### src/rtl/execute_stage_pipelined.sv
// execute_stage_pipelined
//   Execute stage: ALU, condition-code register {C,N,Z}, branch resolution and an
//   iterative shift-add multiplier. Results are held in a registered EX/MEM output
//   with a valid/ready handshake.
// Ports
//   clk, rst                      clock (rising edge), synchronous active-high reset
//   inValid / inReady             upstream handshake
//   aluOp, func, aluSrc           ALU control; operand B = aluSrc ? imm : readData2
//   branch, brCond                branch control (0 JZ, 1 JN, 2 JC, 3 JMP)
//   readData1, readData2, imm     operands (readData1 doubles as branch target)
//   outValid / outReady           downstream handshake
//   aluResult, branchTaken,
//   branchTarget, flags           registered results; flags = {C,N,Z}
module execute_stage_pipelined #(
  parameter int unsigned WIDTH  = 16,
  parameter int unsigned MUL_EN = 1
) (
  input  logic             clk,
  input  logic             rst,
  input  logic             inValid,
  output logic             inReady,
  input  logic             aluOp,
  input  logic [3:0]       func,
  input  logic             aluSrc,
  input  logic             branch,
  input  logic [1:0]       brCond,
  input  logic [WIDTH-1:0] readData1,
  input  logic [WIDTH-1:0] readData2,
  input  logic [WIDTH-1:0] imm,
  output logic             outValid,
  input  logic             outReady,
  output logic [WIDTH-1:0] aluResult,
  output logic             branchTaken,
  output logic [WIDTH-1:0] branchTarget,
  output logic [2:0]       flags
);

  localparam int unsigned SHW = $clog2(WIDTH);
  localparam int unsigned CW  = $clog2(WIDTH + 1);

  typedef enum logic [0:0] {StIdle, StBusy} state_e;

  state_e state_q, state_d;

  logic             out_valid_q, out_valid_d;
  logic [WIDTH-1:0] result_q, result_d;
  logic             taken_q, taken_d;
  logic [WIDTH-1:0] target_q, target_d;
  logic [2:0]       flags_q, flags_d;

  // Multiplier datapath
  logic [2*WIDTH-1:0] prod_q, mcand_q, prod_step, mul_final;
  logic [WIDTH-1:0]   mplier_q;
  logic [CW-1:0]      cnt_q;
  logic               mul_last, commit;

  logic [WIDTH-1:0] op_b;
  logic [SHW-1:0]   shamt;
  logic [WIDTH:0]   add_w, sub_w, inc_w, dec_w, shl_w, shr_w;
  logic             accept, out_free, is_mul;

  // Single-cycle result
  logic [WIDTH-1:0] sc_res, alu_res;
  logic             sc_taken, c_n, zn_upd;
  logic [2:0]       sc_flags, mul_flags;

  assign op_b     = aluSrc ? imm : readData2;
  assign shamt    = op_b[SHW-1:0];
  assign out_free = !out_valid_q || outReady;
  assign inReady  = (state_q == StIdle) && out_free;
  assign accept   = inValid && inReady;
  assign is_mul   = (MUL_EN != 0) && !branch && aluOp && (func == 4'd10);

  // One extra bit on each path carries the carry/borrow/shifted-out bit.
  assign add_w = {1'b0, readData1} + {1'b0, op_b};
  assign sub_w = {1'b0, readData1} - {1'b0, op_b};
  assign inc_w = {1'b0, readData1} + (WIDTH+1)'(1);
  assign dec_w = {1'b0, readData1} - (WIDTH+1)'(1);
  assign shl_w = {1'b0, readData1} << shamt;
  assign shr_w = {readData1, 1'b0} >> shamt;

  assign prod_step = prod_q + (mplier_q[0] ? mcand_q : '0);
  // cnt_q == WIDTH means all partial products are already summed (stalled completion).
  assign mul_final = (cnt_q == CW'(WIDTH)) ? prod_q : prod_step;
  assign mul_last  = (cnt_q >= CW'(WIDTH - 1));
  assign commit    = (state_q == StBusy) && mul_last && out_free;
  assign mul_flags = {|mul_final[2*WIDTH-1:WIDTH], mul_final[WIDTH-1],
                      (mul_final[WIDTH-1:0] == '0)};

  always_comb begin
    sc_res   = '0;
    sc_taken = 1'b0;
    sc_flags = flags_q;
    alu_res  = readData1;
    c_n      = flags_q[2];
    zn_upd   = 1'b1;
    if (branch) begin
      // A taken conditional branch consumes the flag it tested.
      unique case (brCond)
        2'd0: begin sc_taken = flags_q[0]; if (flags_q[0]) sc_flags[0] = 1'b0; end
        2'd1: begin sc_taken = flags_q[1]; if (flags_q[1]) sc_flags[1] = 1'b0; end
        2'd2: begin sc_taken = flags_q[2]; if (flags_q[2]) sc_flags[2] = 1'b0; end
        2'd3: sc_taken = 1'b1;
      endcase
    end else if (!aluOp) begin
      sc_res = op_b;
    end else begin
      case (func)
        4'd0: alu_res = op_b;
        4'd1: begin alu_res = add_w[WIDTH-1:0]; c_n = add_w[WIDTH]; end
        4'd2: begin alu_res = sub_w[WIDTH-1:0]; c_n = sub_w[WIDTH]; end
        4'd3: alu_res = readData1 & op_b;
        4'd4: alu_res = readData1 | op_b;
        4'd5: alu_res = ~readData1;
        4'd6: begin
          alu_res = shl_w[WIDTH-1:0];
          if (shamt != '0) c_n = shl_w[WIDTH];
        end
        4'd7: begin
          alu_res = shr_w[WIDTH:1];
          if (shamt != '0) c_n = shr_w[0];
        end
        4'd8: begin alu_res = inc_w[WIDTH-1:0]; c_n = inc_w[WIDTH]; end
        4'd9: begin alu_res = dec_w[WIDTH-1:0]; c_n = dec_w[WIDTH]; end
        4'd11: begin c_n = 1'b1; zn_upd = 1'b0; end
        4'd12: begin c_n = 1'b0; zn_upd = 1'b0; end
        default: alu_res = readData1;  // 13-15, and MUL when the multiplier is absent
      endcase
      sc_res   = alu_res;
      sc_flags = {c_n,
                  zn_upd ? alu_res[WIDTH-1] : flags_q[1],
                  zn_upd ? (alu_res == '0) : flags_q[0]};
    end
  end

  always_comb begin
    out_valid_d = out_valid_q;
    result_d    = result_q;
    taken_d     = taken_q;
    target_d    = target_q;
    flags_d     = flags_q;
    if (accept && !is_mul) begin
      out_valid_d = 1'b1;
      result_d    = sc_res;
      taken_d     = sc_taken;
      flags_d     = sc_flags;
      if (branch) target_d = readData1;
    end else if (commit) begin
      out_valid_d = 1'b1;
      result_d    = mul_final[WIDTH-1:0];
      taken_d     = 1'b0;
      flags_d     = mul_flags;
    end else if (outReady) begin
      out_valid_d = 1'b0;
    end
  end

  always_comb begin
    state_d = state_q;
    unique case (state_q)
      StIdle: if (accept && is_mul) state_d = StBusy;
      StBusy: if (commit) state_d = StIdle;
    endcase
  end

  always_ff @(posedge clk) begin
    if (rst) begin
      state_q     <= StIdle;
      out_valid_q <= 1'b0;
      result_q    <= '0;
      taken_q     <= 1'b0;
      target_q    <= '0;
      flags_q     <= '0;
      prod_q      <= '0;
      mcand_q     <= '0;
      mplier_q    <= '0;
      cnt_q       <= '0;
    end else begin
      state_q     <= state_d;
      out_valid_q <= out_valid_d;
      result_q    <= result_d;
      taken_q     <= taken_d;
      target_q    <= target_d;
      flags_q     <= flags_d;
      if (accept && is_mul) begin
        prod_q   <= '0;
        mcand_q  <= {{WIDTH{1'b0}}, readData1};
        mplier_q <= op_b;
        cnt_q    <= '0;
      end else if ((state_q == StBusy) && (cnt_q != CW'(WIDTH))) begin
        prod_q   <= prod_step;
        mcand_q  <= mcand_q << 1;
        mplier_q <= mplier_q >> 1;
        cnt_q    <= cnt_q + CW'(1);
      end
    end
  end

  assign outValid     = out_valid_q;
  assign aluResult    = result_q;
  assign branchTaken  = taken_q;
  assign branchTarget = target_q;
  assign flags        = flags_q;

endmodule

### config.mk
export PLATFORM = sky130hd
export DESIGN_NAME = execute_stage_pipelined
export DESIGN_NICKNAME = d
export VERILOG_FILES = /design/src/rtl/execute_stage_pipelined.sv
export SDC_FILE = /design/constraint.sdc
export NUM_CORES = 1
export LEC_CHECK = 0
export BUFFER_PORTS_ARGS = -buffer_cell sky130_fd_sc_hd__buf_2
export CAP_MARGIN = 20
export CORE_ASPECT_RATIO = 1.2
export CORE_MARGIN = 2
export CORE_UTILIZATION = 55
export CTS_CLUSTER_DIAMETER = 120
export DETAILED_ROUTE_END_ITERATION = 10
export PLACE_DENSITY = 0.86
export REMOVE_ABC_BUFFERS = 1
export SYNTH_ARGS = -nofsm -noshare
export SYNTH_HDL_FRONTEND = slang
export SYNTH_SLANG_ARGS = --single-unit
### constraint.sdc
create_clock -name clk -period 11.2 [get_ports clk]
set_input_delay 0.56 -clock clk [delete_from_list [all_inputs] [get_ports clk]]
set_output_delay 0.56 -clock clk [all_outputs]
set_load 0.05 [all_outputs]
# Word level (Yosys, flattened, before mapping)
# Cells that the tools add are included.
[op_classes]
n_addsub = 6
multipliers = 0
div_mod_pow = 0
order_cmp = 1
eq_ne = 25
n_shift = 2
mux = 39
bitwise = 4
reduce_logical = 28
[op_table]
columns = ["operator", "n"]
rows = [
  ["16-bit 2-to-1 mux", 11],
  ["16-bit case mux with 10 select lines", 1],
  ["32-bit 2-to-1 mux", 2],
  ["32-bit adder", 1],
  ["16-bit logical NOT", 2],
  ["4-bit equality test (second input constant)", 5],
  ["1-bit 2-to-1 mux", 18],
  ["16-bit by 1-bit adder with 17-bit output (second input constant)", 1],
  ["16-bit by 16-bit adder with 17-bit output", 1],
  ["16-bit by 4-bit left shift with 17-bit output", 1],
  ["17-bit by 4-bit >> shifter with 17-bit output", 1],
  ["16-bit by 1-bit subtractor with 17-bit output (second input constant)", 1],
  ["16-bit by 16-bit subtractor with 17-bit output", 1],
  ["16-bit bitwise AND", 1],
  ["4-bit by 3-bit equality test with 1-bit output (second input constant)", 4],
  ["16-bit NOT", 1],
  ["16-bit bitwise OR", 1],
  ["16-bit OR reduction", 1],
  ["3-bit 2-to-1 mux", 4],
  ["3-bit by 2-bit inequality test with 1-bit output (second input constant)", 4],
  ["10-bit by 2-bit inequality test with 1-bit output (second input constant)", 1],
  ["1-bit logical AND", 9],
  ["4-bit by 2-bit equality test with 1-bit output (second input constant)", 2],
  ["4-bit inequality test (second input constant)", 2],
  ["23 further kinds", 29],
]
[word_totals]
regBits = 123
latchBits = 0
mem_bits_rw = 0
romBits = 0
input_bits = 61
out_inout_bits = 38
wordCells = 118
mem_count = 0

# Depth between registers and ports, before layout
# Gate-level depths: netlist (run 1).
[depth]
ltp_word = 10
ltp_mapped = 18
depth_no_buf = 15

# Worst setup path after synthesis (run 1)
# OpenSTA, ideal clock, no wires.
[synth_path]
kind = "input-to-reg"
from = "input port aluSrc"
to = "register flags_q[0] (netlist: flags[0])"
arrival_ns = 4.396
t_required_ns = 11.116
setup_slack_ns = 6.720
path_stages = 16
cell_sequence = "buf_6 mux2i_2 buf_2 buf_2 clkbuf_1 ha_1 or3_1 a311oi_1 o2111ai_1 o21bai_1 a21oi_1 xnor2_1 o21ai_0 o32ai_1 nand2_1 o31ai_2"
[synth_via]
elab_chain_len = 10
elab_cells_between_ends = 15
[synth_lines]
columns = ["element", "line", "source"]
rows = [
  ["start, declared", "24", "input logic aluSrc,"],
  ["16-bit 2-to-1 mux (*)", "67", "assign op_b = aluSrc ? imm : readData2;"],
  ["16-bit by 16-bit subtractor with 17-bit output, or another cell as far along", "76", "assign sub_w = {1'b0, readData1} - {1'b0, op_b};"],
  ["16-bit case mux with 10 select lines (*)", "108", "case (func)"],
  ["16-bit 2-to-1 mux (*)", "105", "end else if (!aluOp) begin"],
  ["16-bit 2-to-1 mux (*)", "97", "if (branch) begin"],
  ["16-bit logical NOT (*)", "132", "zn_upd ? (alu_res == '0) : flags_q[0]};"],
  ["1-bit 2-to-1 mux (*)", "132", ""],
  ["3-bit 2-to-1 mux (*)", "105", ""],
  ["3-bit 2-to-1 mux (*)", "97", ""],
  ["3-bit 2-to-1 mux (*)", "142", "if (accept && !is_mul) begin"],
  ["end signal, assigned", "184", "flags_q <= flags_d;"],
  ["end, declared", "49", "logic [2:0] flags_q, flags_d;"],
]
# Every way passes the cells marked *; elsewhere a longest branch is shown, timed or not. The select of a mux whose other input is x is not followed.
# A chain may end at the register's enable or synchronous reset.

# Final worst setup path (run 1)
[layout_path]
from = "input port readData1[5]"
to = "register flags_q[0] (netlist: flags[0])"
[layout_via]
elab_chain_len = 9
elab_cells_between_ends = 17
[layout_lines]
columns = ["element", "line", "source"]
rows = [
  ["start, declared", "27", "input logic [WIDTH-1:0] readData1,"],
  ["16-bit by 1-bit subtractor with 17-bit output, or another cell as far along", "78", "assign dec_w = {1'b0, readData1} - (WIDTH+1)'(1);"],
  ["16-bit case mux with 10 select lines (*)", "108", ""],
  ["16-bit 2-to-1 mux (*)", "105", ""],
  ["16-bit 2-to-1 mux (*)", "97", ""],
  ["16-bit logical NOT (*)", "132", ""],
  ["1-bit 2-to-1 mux (*)", "132", ""],
  ["3-bit 2-to-1 mux (*)", "105", ""],
  ["3-bit 2-to-1 mux (*)", "97", ""],
  ["3-bit 2-to-1 mux (*)", "142", ""],
]
# Marked as above.

==> results of run 1 <==
[worst min-delay path, delay by kind of cell (launching register included)]
| kind | cells | cell delay, ns |
|---|---|---|
| flip-flops | 1 | 0.31 |
| AND/OR/NAND/NOR | 1 | 0.05 |
| AO/OA/AOI/OAI | 1 | 0.05 |
[cell families (layout without fill, tap and decap cells)]
group	after synthesis	after routing
and+or+nand+nor	690	690
AOI/OAI and AO/OA	542	542
buffers and inverters	200	217
DFF	123	123
adders and majority gates	94	94
muxes	82	82
xor gates and xnor gates	54	54
[placed cells by master, fill, tap and decap left out, types with 13 or more instances in the layout]
cell type and instances:
nand2_1 246, nor2_1 182, a21oi_1 171, dfxtp_1 123, buf_2 98, ha_1 91, o21ai_0 79, mux2i_1 62
inv_1 61, nor3_1 50, and2_1 38, nand3_1 38, xnor2_1 36, a211oi_1 34, o211ai_1 23, nor2b_1 21
a311oi_1 21, buf_4 21, a221oi_1 20, nor4_1 20, nand4_1 18, xor2_1 18, a31oi_1 18, a21o_1 17
clkbuf_16 17, a22oi_1 15, o22ai_1 15, o31ai_1 14, and3_1 13
[worst min-delay path by stage]
| stage | from | to | slack (ns) | depth (start not counted) |
|---|---|---|---|---|
| floorplan | mplier_q[11] | mplier_q[11] | 0.43 | 2 |
| global placement | branchTarget[14] | branchTarget[14] | 0.44 | 2 |
| detailed placement | mcand_q[31] | mcand_q[31] | 0.45 | 2 |
| CTS | mcand_q[31] | mcand_q[31] | 0.46 | 2 |
| global route | branchTarget[13] | branchTarget[13] | 0.48 | 2 |
| finish | mcand_q[31] | mcand_q[31] | 0.46 | 2 |
[power by group through the flow]
stage | Sequential [mW] | Combinational (mW) | Clock (mW)
global route | 0.455 | 0.459 | 0.559
global placement | 0.464 | 0.414 | 0
detailed placement | 0.464 | 0.414 | 0
floorplan | 0.490 | 0.229 | 0
finish | 0.455 | 0.439 | 0.536
CTS | 0.454 | 0.416 | 0.537
[final cells by class]
type	count	share of cell area, %
timing repair buffer	120	4.79
multi-input combinational	1462	68.9
inverter	65	1.79
tap	279	2.54
clock inverter	14	0.991
sequential	123	17.9
clock buffer	18	3.12
[flip-flops by register name (all words and copies together) (netlist names)]
register      cells
cnt_q             5
mplier_q         16
branchTarget     16
flags             3
branchTaken       1
prod_q           32
aluResult        16
outValid          1
state_q           1
mcand_q          32
[metal layers]
metal / up-vias / track usage [%]
met5: - / 0
met4: 0 / 29.1
met3: 283 / 10.8
met2: 1022 / 68.5
met1: 6757 / 52.1
li1: 6557 / -
[synthesized netlist by cell type, types with 36 or more instances]
| library cell | n | area share (%) |
|---|---|---|
| xnor2_1 | 36 | 2.5 |
| nor3_1 | 50 | 2.0 |
| and2_1 | 39 | 1.9 |
| nor2_1 | 182 | 5.4 |
| inv_1 | 61 | 1.8 |
| ha_1 | 91 | 9.0 |
| clkbuf_1 | 114 | 3.4 |
| a21oi_1 | 171 | 6.8 |
| mux2i_1 | 63 | 5.0 |
| dfxtp_1 | 123 | 19 |
| o21ai_0 | 79 | 3.1 |
| nand3_1 | 39 | 1.5 |
| nand2_1 | 248 | 7.3 |
[metrics by stage]
step / util (%) / area (um2) / hold WS, ns
2_1_floorplan: - / 12100 / 0.430
3_3_place_gp: 58.6 / 13200 / 0.442
3_5_place_dp: 58.6 / 13200 / 0.450
4_1_cts: 61.1 / 13800 / 0.459
5_1_grt: 61.1 / 13800 / 0.479
6_report: 61.1 / 13800 / 0.455
==> metrics, run 1 <==
Fill cells=2,086; Synth Warn #=0; CP most frequent cell=nand4_1; Power Total=1.43 mW; MaxCap Viol Count=0; setup ws final=6.17 ns; CTS Hold Bufs=0; num ports=99; EDFF count, synth=0; area of the multi-input gates=0.00948 mm2; Num CTS Buffers=17; via count=14,600; Fin. Hold Viols=0; setup TNS=0 ns; Worst EP arrival=5.36 ns; Core ar.=0.0225 mm2; dpl ws=5.91 ns; Critical R2R Capture=flags[2]; hpwl dp=38,000 um; Mapped Area=0.0127 mm2; reg2reg start=mplier_q[0]; synthesized flop and latch total=123; Rows=60; CP delay by family, top=compound AO/OA/AOI/OAI gates; register area=0.00246 mm2; Clock Path Buffers=2; global-route wire length before repair=80,600 um; Tightest Hold Check Type=flop to flop; WL met2=23,600 um; register area share after synthesis=19.4%; mux cell area share after synthesis=7.37%; top sig layer=met4; worst r2r path cells=12; fin nets=1,944; slowest cell on the critical path=o21ai_0; height of the die=170 um; cell count after synthesis=1,785; Bufs and invs on worst path=2; Netlist cell types=84; Net Sw Frac=37.8%; area fraction in and, or, nand and nor cells after synthesis=25.4%; area grow syn2layout=8.64%; post-route insts no fill=2,081; outcome=complete, no violations; initial antenna violation count=0; Setup CP Type=primary input to flop; Antenna diodes=0; syn avg cell area=7.10 um2; vias per cell=7.02; Final setup viols=0; Post-DRT Antenna Nets=0; Final min period=5.03 ns; Die Wd=143 um; Initial Util=56.3%; placed cell count=2,048; total clock sinks=123; CP cell instances=buf_2, clkinv_1, ha_1, nor2b_1, o21bai_1, and3_1, o21ai_0, nand4_1, o22ai_1, nand3_1, nor4bb_1, nand4_1, o31ai_2; worst reg2reg setup slack=6.57 ns; worst endpoint required time=11.53 ns; drt drc=0; Reg clk slew, reported paths=0.06 ns; Setup crit start=readData1[5]; Worst path depth=13; maximum fanout along the worst path=15; Post-CTS Setup Repair Bufs=0; slew margin rel.=14.5%; main flop type after synthesis=dfxtp_1; actual slew at the worst max-slew pin=1.25 ns; crit end category=flop; Pleak=5.62 nW; worst skew pair latency=0.42 ns; met3 routed WL=5840 um; power share of the clock group=37.5%; H-Tree Depth=4; Slew Limit Fails=0; drt total wl=53,400 um; Comb pwr share=30.7%; Startpoint Class=primary input; grt total ovfl=0; xor/xnor share of the synthesized area=3.73%; f_max=199 MHz; root buffer cell=clkbuf_16; largest net degree at the start of global routing=73; PwrDens=104 mW/mm2; placer congestion estimate=1.05; CP max stage delay=0.80 ns; Max VDD drop=0.0983 mV; Final Cycle Share=44.9%; starting DRC count in detailed routing=1,916; post-cts resize count=0; CP Capture Point=flags[0]; M1 wire length=19,600 um; number of global-route vias before repair=13,600; skew final=0.00878 ns; WL/cell=25.7 um; die area=0.0243 mm2; main combinational cell family by area after synthesis=compound AO/OA/AOI/OAI gates; GR Util All Layers=43.4%; CTS tree=yes; Int Power=0.890 mW; layout cells sized above 1=10.8%; RSZ-0062 raised after global routing=no; post-synthesis compound-gate area fraction=28.5%; total iterations of the first detailed-routing run=8; Flop pwr share=31.8%; post-synthesis async set-or-reset flop share=0%; synthesized-area fraction occupied by adder cells=9.46%; Port Buf Inserts=98; switching power=0.540 mW
Power figures use the tool's default switching activity.
==> inputs of run 2 (changes only) <==
- PLACE_DENSITY: 0.86 -> 0.89
- clock period: 11.2 -> 4.4 ns (I/O delays scaled with it)
==> run 2 against run 1 <==
Against the previous run:
- global-route usage grew 1.2 points
- clock skew up 0.0027 ns
- power grew to 2.7 times the previous value
- routed wire length up 1.7%
- clock power increased to 2.8 times the previous value
- critical path depth rose by 2
- final area increased by 3.5%
- final cell count grew 2.6%
- setup slack got worse by 5.8 ns
- flip-flop and latch count did not move
- critical endpoint is now flags[2]
- largest cell class unchanged
==> metrics, run 2 (synthesis results as in run 1) <==
outcome=complete, no violations; most frequent cells in the layout=nand2_1 (246), nor2_1 (182), a21oi_1 (171); WL/cell=25.4 um; fin nets=1,998; Worst EP arrival=4.33 ns; setup TNS=0 ns; Core ar.=0.0225 mm2; dpl ws=0.257 ns; Die Wd=143 um; Final Hold Slack=0.130 ns; number of global-route vias before repair=14,400; via count=15,000; initial antenna violation count=2; skew final=0.0115 ns; worst skew pair latency=0.43 ns; Initial Util=56.3%; Placed Area=0.0136 mm2; Startpoint Class=flop; layout cells sized above 1=13.6%; H-Tree Depth=4; maximum fanout along the worst path=13; grt total ovfl=0; actual slew at the worst max-slew pin=1.04 ns; CTS tree=yes; PwrDens=268 mW/mm2; Final setup viols=0; setup ws final=0.349 ns; root buffer cell=clkbuf_16; total clock sinks=123; Num CTS Buffers=17; Clock Path Buffers=2; worst endpoint required time=4.68 ns; top flop regs=mcand_q (32), prod_q (32); Final min period=4.05 ns; Port Buf Inserts=98; Slew Limit Fails=0; drt total wl=54,300 um; GR Util All Layers=44.6%; total iterations of the first detailed-routing run=6; placer congestion estimate=1.10; Final Cycle Share=92.1%; height of the die=170 um; Reg clk slew, reported paths=0.07 ns; Fin. Hold Viols=0; Post-DRT Antenna Nets=0; area grow syn2layout=12.4%; num ports=99; slew margin rel.=28.9%; Rows=60; Pleak=5.92 nW; Tightest Hold Check Type=primary input to flop; crit end category=flop; Power Total=3.81 mW; drt drc=0; f_max=247 MHz; die area=0.0243 mm2; Max VDD drop=0.327 mV; Antenna diodes=0; RSZ-0062 raised after global routing=no; Post-CTS Setup Repair Bufs=0; hpwl dp=39,600 um; commonest non-fill, non-tap cell in the layout=nand2_1; MaxCap Viol Count=0; global-route wire length before repair=83,100 um; vias per cell=7.02; design area=0.0142 mm2; largest net degree at the start of global routing=66; starting DRC count in detailed routing=1,920; Setup CP Type=flop to flop
## run 2: repair_timing
item | 4_1_cts | 5_1_grt
endpoints found under the setup margin | 0 | 1
hold buffers | 0 | 0
resized for setup | 0 | 3
## run 2: stage by stage
stage | utilization [%] | std cells
after global placement | 60.4 | 2102
after CTS | 63.2 | 2135
after global routing | 63.2 | 2135
after floorplan | - | 1650
final | 63.2 | 2135
after detailed placement | 60.5 | 2103
## run 2: path summary, 6_finish.rpt
kind	from	to	slack [ns]	cells past startpoint
hold / removal	readData1[12]	branchTarget[12]	0.13	3
hold reg to reg	branchTarget[7]	branchTarget[7]	0.46	2
setup reg to reg	mplier_q[0]	flags[2]	0.35	15
setup / recovery	mplier_q[0]	flags[2]	0.35	15
## run 2: cell type report
cell class	instances	area, um2
flip-flops and latches	123	2460
repair buffers	174	1070
fillers	2057	8280
clock buffers	18	429
well taps	279	349
multi-input cells	1462	9500
inverters	65	246
clock inverters	14	184
## run 2: layer usage
metal	wire (um)	share of wire (%)	GRT usage [%]
met5	0	0	0
met4	4690	8.6	31.1
met3	5940	11	10.9
met2	23900	44	70.3
met1	19800	36	53.0
## run 2: critical path, stage by stage, from the launching register on
cell	delay, ns
dfxtp_2	0.40
and2_1	0.18
ha_1	0.21
inv_1	0.08
fa_1	0.22
nor2b_1	0.08
o31a_1	0.29
o31ai_2	0.44
nor4b_1	0.48
o21ai_0	0.22
a41oi_1	0.41
o21bai_1	0.12
xor2_1	0.18
nor4b_1	0.36
buf_4	0.18
o32ai_1	0.07
## run 2: report_power, final
part / total [mW] / leakage (nW) / switching, mW / internal (mW)
Combinational: 1.16 / 4.63 / 0.787 / 0.370
Sequential: 1.16 / 0.997 / 0.0191 / 1.14
Clock: 1.50 / 0.292 / 0.592 / 0.906
Total: 3.81 / 5.92 / 1.40 / 2.41
